File: src/rtl/move_sequencer.sv
// Move sequencer: queues one-hot direction commands and walks each one through
// the move / spawn / game-over-check handshakes with the board datapath.
module move_sequencer #(
  parameter int QDEPTH = 4
) (
  input  logic       clk,
  input  logic       rst,
  input  logic [3:0] btn,
  output logic       move_req,
  output logic [1:0] move_dir,
  input  logic       move_done,
  input  logic       move_changed,
  output logic       spawn_req,
  input  logic       spawn_done,
  output logic       check_req,
  input  logic       check_done,
  input  logic       no_moves,
  output logic       busy,
  output logic       game_over,
  output logic       dropped
);

  localparam int AW = $clog2(QDEPTH);

  typedef enum logic [2:0] {IDLE, WAIT_MOVE, WAIT_SPAWN, WAIT_CHECK, OVER} state_t;

  state_t        state, stateNxt;
  logic [1:0]    mem [QDEPTH];
  logic [AW-1:0] wrPtr, rdPtr;
  logic [AW:0]   count;

  logic       btnValid, full, push, pop, drop;
  logic [1:0] btnDir;
  logic       moveReqNxt, spawnReqNxt, checkReqNxt;

  // A command is exactly one bit set; zero and multi-hot are noise.
  assign btnValid = (btn != 4'd0) && ((btn & (btn - 4'd1)) == 4'd0);
  assign full     = (count == (AW+1)'(QDEPTH));

  // One-hot button to direction index.
  always_comb begin
    btnDir = 2'd0;
    case (btn)
      4'b0010: btnDir = 2'd1;
      4'b0100: btnDir = 2'd2;
      4'b1000: btnDir = 2'd3;
      default: btnDir = 2'd0;
    endcase
  end

  // A full queue still accepts a push when the head leaves in the same cycle.
  assign push = btnValid && (state != OVER) && (!full || pop);
  assign drop = btnValid && (state != OVER) && full && !pop;

  // Queue storage; stale entries are harmless, so no reset is needed.
  always_ff @(posedge clk) begin
    if (push) mem[wrPtr] <= btnDir;
  end

  // Queue pointers and occupancy; game over flushes everything.
  always_ff @(posedge clk) begin
    if (rst || state == OVER) begin
      wrPtr <= '0;
      rdPtr <= '0;
      count <= '0;
    end else begin
      if (push) wrPtr <= wrPtr + 1'b1;
      if (pop)  rdPtr <= rdPtr + 1'b1;
      case ({push, pop})
        2'b10:   count <= count + 1'b1;
        2'b01:   count <= count - 1'b1;
        default: count <= count;
      endcase
    end
  end

  // FSM state register.
  always_ff @(posedge clk) begin
    if (rst) state <= IDLE;
    else     state <= stateNxt;
  end

  // FSM next-state: each done input only matters in its own wait state.
  always_comb begin
    stateNxt = state;
    case (state)
      IDLE:       if (count != '0)  stateNxt = WAIT_MOVE;
      WAIT_MOVE:  if (move_done)    stateNxt = move_changed ? WAIT_SPAWN : IDLE;
      WAIT_SPAWN: if (spawn_done)   stateNxt = WAIT_CHECK;
      WAIT_CHECK: if (check_done)   stateNxt = no_moves ? OVER : IDLE;
      OVER:                         stateNxt = OVER;
      default:                      stateNxt = IDLE;
    endcase
  end

  // FSM outputs: decide the requests that go out on the next cycle.
  always_comb begin
    pop         = (state == IDLE) && (count != '0);
    moveReqNxt  = pop;
    spawnReqNxt = (state == WAIT_MOVE) && move_done && move_changed;
    checkReqNxt = (state == WAIT_SPAWN) && spawn_done;
  end

  // Registered single-cycle pulses; move_dir is held until the next pop.
  always_ff @(posedge clk) begin
    if (rst) begin
      move_req  <= 1'b0;
      spawn_req <= 1'b0;
      check_req <= 1'b0;
      dropped   <= 1'b0;
      move_dir  <= 2'd0;
    end else begin
      move_req  <= moveReqNxt;
      spawn_req <= spawnReqNxt;
      check_req <= checkReqNxt;
      dropped   <= drop;
      if (pop) move_dir <= mem[rdPtr];
    end
  end

  assign busy      = (state != IDLE) || (count != '0);
  assign game_over = (state == OVER);

endmodule

File: config.mk
export PLATFORM = sky130hd
export DESIGN_NAME = move_sequencer
export DESIGN_NICKNAME = d
export VERILOG_FILES = /design/src/rtl/move_sequencer.sv
export SDC_FILE = /design/constraint.sdc
export NUM_CORES = 1
export LEC_CHECK = 0
export BUFFER_PORTS_ARGS = -buffer_cell sky130_fd_sc_hd__buf_4
export CAP_MARGIN = 20
export CORE_MARGIN = 5
export CORE_UTILIZATION = 28
export DETAILED_ROUTE_END_ITERATION = 8
export GPL_ROUTABILITY_DRIVEN = 0
export PLACE_DENSITY = 0.48
export SLEW_MARGIN = 40
export SYNTH_ARGS = -nofsm -noshare
export SYNTH_HDL_FRONTEND = slang
export SYNTH_SLANG_ARGS = --single-unit
File: constraint.sdc
create_clock -name clk -period 3.1 [get_ports clk]
set_clock_uncertainty 0.05 [all_clocks]
set_input_delay 0.31 -clock clk [delete_from_list [all_inputs] [get_ports clk]]
set_output_delay 0.31 -clock clk [all_outputs]
set_load 0.03 [all_outputs]
==> flow_metrics.env <==
export IMPL_result_of_the_run="complete, no violations"
export IMPL_fin_hold_ws_ns=0.214
export IMPL_number_of_clock_sinks_seen_by_cts=24
export IMPL_synth_avg_cell_area_um2=11.2
export IMPL_layout_drive_gt1_share_pct=29.1
export IMPL_detail_route_vias_per_cell=4.69
export IMPL_detail_route_drc_violations=0
export IMPL_combinationalPowerShare_pct=45.0
export IMPL_worstSetupStartpointType="register"
export IMPL_setup_tns_ns=0
export IMPL_cts_tree="yes"
export IMPL_power_internal_mw=0.702
export IMPL_unrepaired_setup_endpoints_after_global_routing="no"
export IMPL_p_switching_mw=0.473
export IMPL_antenna_left=0
export IMPL_p_per_area_mw_per_mm2=823
export IMPL_final_cell_count_no_fill=177
export IMPL_dp_hpwl_mm=1.76
export IMPL_drt_pass1_iter_count=2
export IMPL_number_of_global_route_vias_before_repair=796
export IMPL_critical_path_peak_fanout=6
export IMPL_tightestPinTransition_ns=0.471
export IMPL_grt_start_max_net_pins=14
export IMPL_netlist_instances=108
export IMPL_power_ir_vdd_worst_uv=371
export IMPL_ctsHoldBuffers=0
export IMPL_clkTransAtPathRegs_ns=0.08
export IMPL_max_clock_path_buffers=2
export IMPL_yosys_warnings=0
export IMPL_critical_path_class="register to register"
export IMPL_post_cts_resized_instances=0
export IMPL_place_port_buffers=18
export IMPL_final_critical_period_ns=2.16
export IMPL_chipWidth_um=75.6
export IMPL_num_fill_cells=424
export IMPL_design_portCount=19
export IMPL_layout_area_overhead_vs_synth_pct=18.5
export IMPL_grt_antenna_before_repair=0
export IMPL_r2r_slack_ns=0.94
export IMPL_timing_critical_path_required_ns=3.20
export IMPL_dieHeight_um=75.6
export IMPL_total_of_endpoints_with_negative_setup_slack_in_the_final_report=0
export IMPL_final_nets=144
export IMPL_mappedNetlistArea_mm2=0.00121
export IMPL_fmax_mhz=464
export IMPL_synth_seq_cells=24
export IMPL_proportion_of_power_drawn_by_the_clock_network_pct=15.9
export IMPL_cp_end_kind="register"
export IMPL_drt_wl_total_mm=2.24
export IMPL_share_seq_of_total_power_pct=39.1
export IMPL_netlist_cell_type_count=43
export IMPL_antenna_cells_inserted=0
export IMPL_finalHoldViolCount=0
export IMPL_gr_usage_all_layers_pct=8.89
export IMPL_ctsRootBufferMaster="clkbuf_8"
export IMPL_total_congestion_overflow=0
export IMPL_synth_seq_area_share_pct=46.5
export IMPL_initial_utilization_pct=29.5
export IMPL_post_route_period_util_pct=69.6
export IMPL_power_leakage_nw=0.533
export IMPL_slew_limit_headroom_pct=68.3
export IMPL_drt_iter0_drc=42
export IMPL_critPathArrivalTime_ns=2.25
export IMPL_timing_hold_worst_class="input pin to register"
export IMPL_fp_dieArea_mm2=0.00572
export IMPL_ffs_w_async_s_r_synth_pct=0
export IMPL_swShare_pct=40.3
export IMPL_cts_setup_buffers=0
export IMPL_synth_nets=124
export IMPL_cts_inserted_buffers=3
export IMPL_place_inst=173
export IMPL_grt_pass1_wl_mm=3.90
export IMPL_max_cap_violations=0
export IMPL_num_vias=831
export IMPL_route_detailed_wl_per_inst_um=12.7
export IMPL_synth_main_ff_cell="dfxtp_1"
export IMPL_slew_viol_final=0
export IMPL_floorplan_rows=23
export IMPL_clock_latency_ns=0.26
export IMPL_cts_htree_levels=1
export IMPL_coreArea_mm2=0.00409
export IMPL_synth_enable_flop_cells=8
power by group through the flow:
stage | Clock [mW] | Sequential, mW | Combinational, mW
2_1_floorplan | 0 | 0.482 | 0.377
3_3_place_gp | 0 | 0.464 | 0.524
3_5_place_dp | 0 | 0.468 | 0.530
4_1_cts | 0.193 | 0.461 | 0.533
5_1_grt | 0.208 | 0.468 | 0.583
6_report | 0.187 | 0.460 | 0.529
cells by family (layout without fill, tap and decap cells):
| family | count (synthesis) | after routing | synth area share, % |
|---|---|---|---|
| adders and majority gates | 5 | 5 | 5.81 |
| AOI/OAI and AO/OA | 15 | 15 | 9.23 |
| and+or+nand+nor | 49 | 49 | 26.8 |
| muxes | 4 | 4 | 5.50 |
| xor gates and xnor gates | 5 | 5 | 3.63 |
| DFF | 24 | 24 | 46.5 |
| buffers and inverters | 6 | 25 | 2.59 |
per-layer routing:
metal	track usage [%]	vias to the layer above	part of all wire [%]
met5	0	-	0
met4	2.91	0	1.3
met3	1.85	4	4.2
met2	12.5	12	44
met1	13.5	391	51
li1	-	424	-
synthesized netlist by cell type, types with 3 or more instances:
cell | number | share of area, %
xnor2_1 | 3 | 2.2
nor3_1 | 5 | 2.1
edfxtp_1 | 8 | 20
dfxtp_1 | 16 | 27
ha_1 | 4 | 4.1
a21oi_1 | 3 | 1.2
nor2_1 | 9 | 2.8
nand2_1 | 8 | 2.5
nor3_2 | 3 | 2.5
nor4b_1 | 3 | 2.2
and2_1 | 5 | 2.6
path summary, 6_finish.rpt:
kind,startpoint,depth (start not counted),end
worst min-delay path,rst,2,move_dir[1]
worst max-delay path,count[0],8,count[2]
worst max register to register,count[0],8,count[2]
worst min register to register,move_dir[1],2,move_dir[1]
state kept, by name, indices dropped and copies added, names as in the netlist:
register / cells
check_req: 1
count: 3
dropped: 1
mem: 8
move_dir: 2
move_req: 1
rdPtr: 2
spawn_req: 1
state: 3
wrPtr: 2
final cells by class:
cell class | instances | area [um2] | share of cell area, %
well taps | 50 | 62.6 | 4.38
inverters | 3 | 11.3 | 0.788
flip-flops and latches | 24 | 561 | 39.2
multi-input cells | 78 | 614 | 43.0
repair buffers | 18 | 135 | 9.46
clock buffers | 4 | 45.0 | 3.15
cells in the final DEF (no fill, tap or decap), drive strengths merged, types with 2 or more instances in the layout:
cell type   n
o21a        2
nor2b       2
nand2       8
nor4b       3
nor2       10
xnor2       3
clkbuf      4
and2        5
ha          4
nor4        2
o21ai       3
inv         3
mux4        2
dfxtp      16
a21oi       5
edfxtp      8
buf        18
nand2b      2
nor3        8
nor3b       2
xor2        2
a211oi      2
metrics by stage:
step | total power, mW | cell area [um2] | util (%) | setup slack (ns)
finish | 1.18 | 1430 | 35.0 | 0.943
global route | 1.26 | 1430 | 35.0 | 0.798
CTS | 1.19 | 1430 | 35.0 | 0.948
detailed placement | 0.998 | 1380 | 33.9 | 0.896
global placement | 0.988 | 1380 | 33.9 | 0.958
floorplan | 0.860 | 1210 | - | 1.16
critical path: stages (launching register included):
cell and delay (ns):
dfxtp_1 0.38, nor3_2 0.35, nand2b_1 0.28, a21oi_2 0.09
fa_1 0.41, o21ai_1 0.12, nor3b_2 0.08, nor3_1 0.21
nor3_2 0.06
Note: power is estimated with default switching activity, not from simulation.
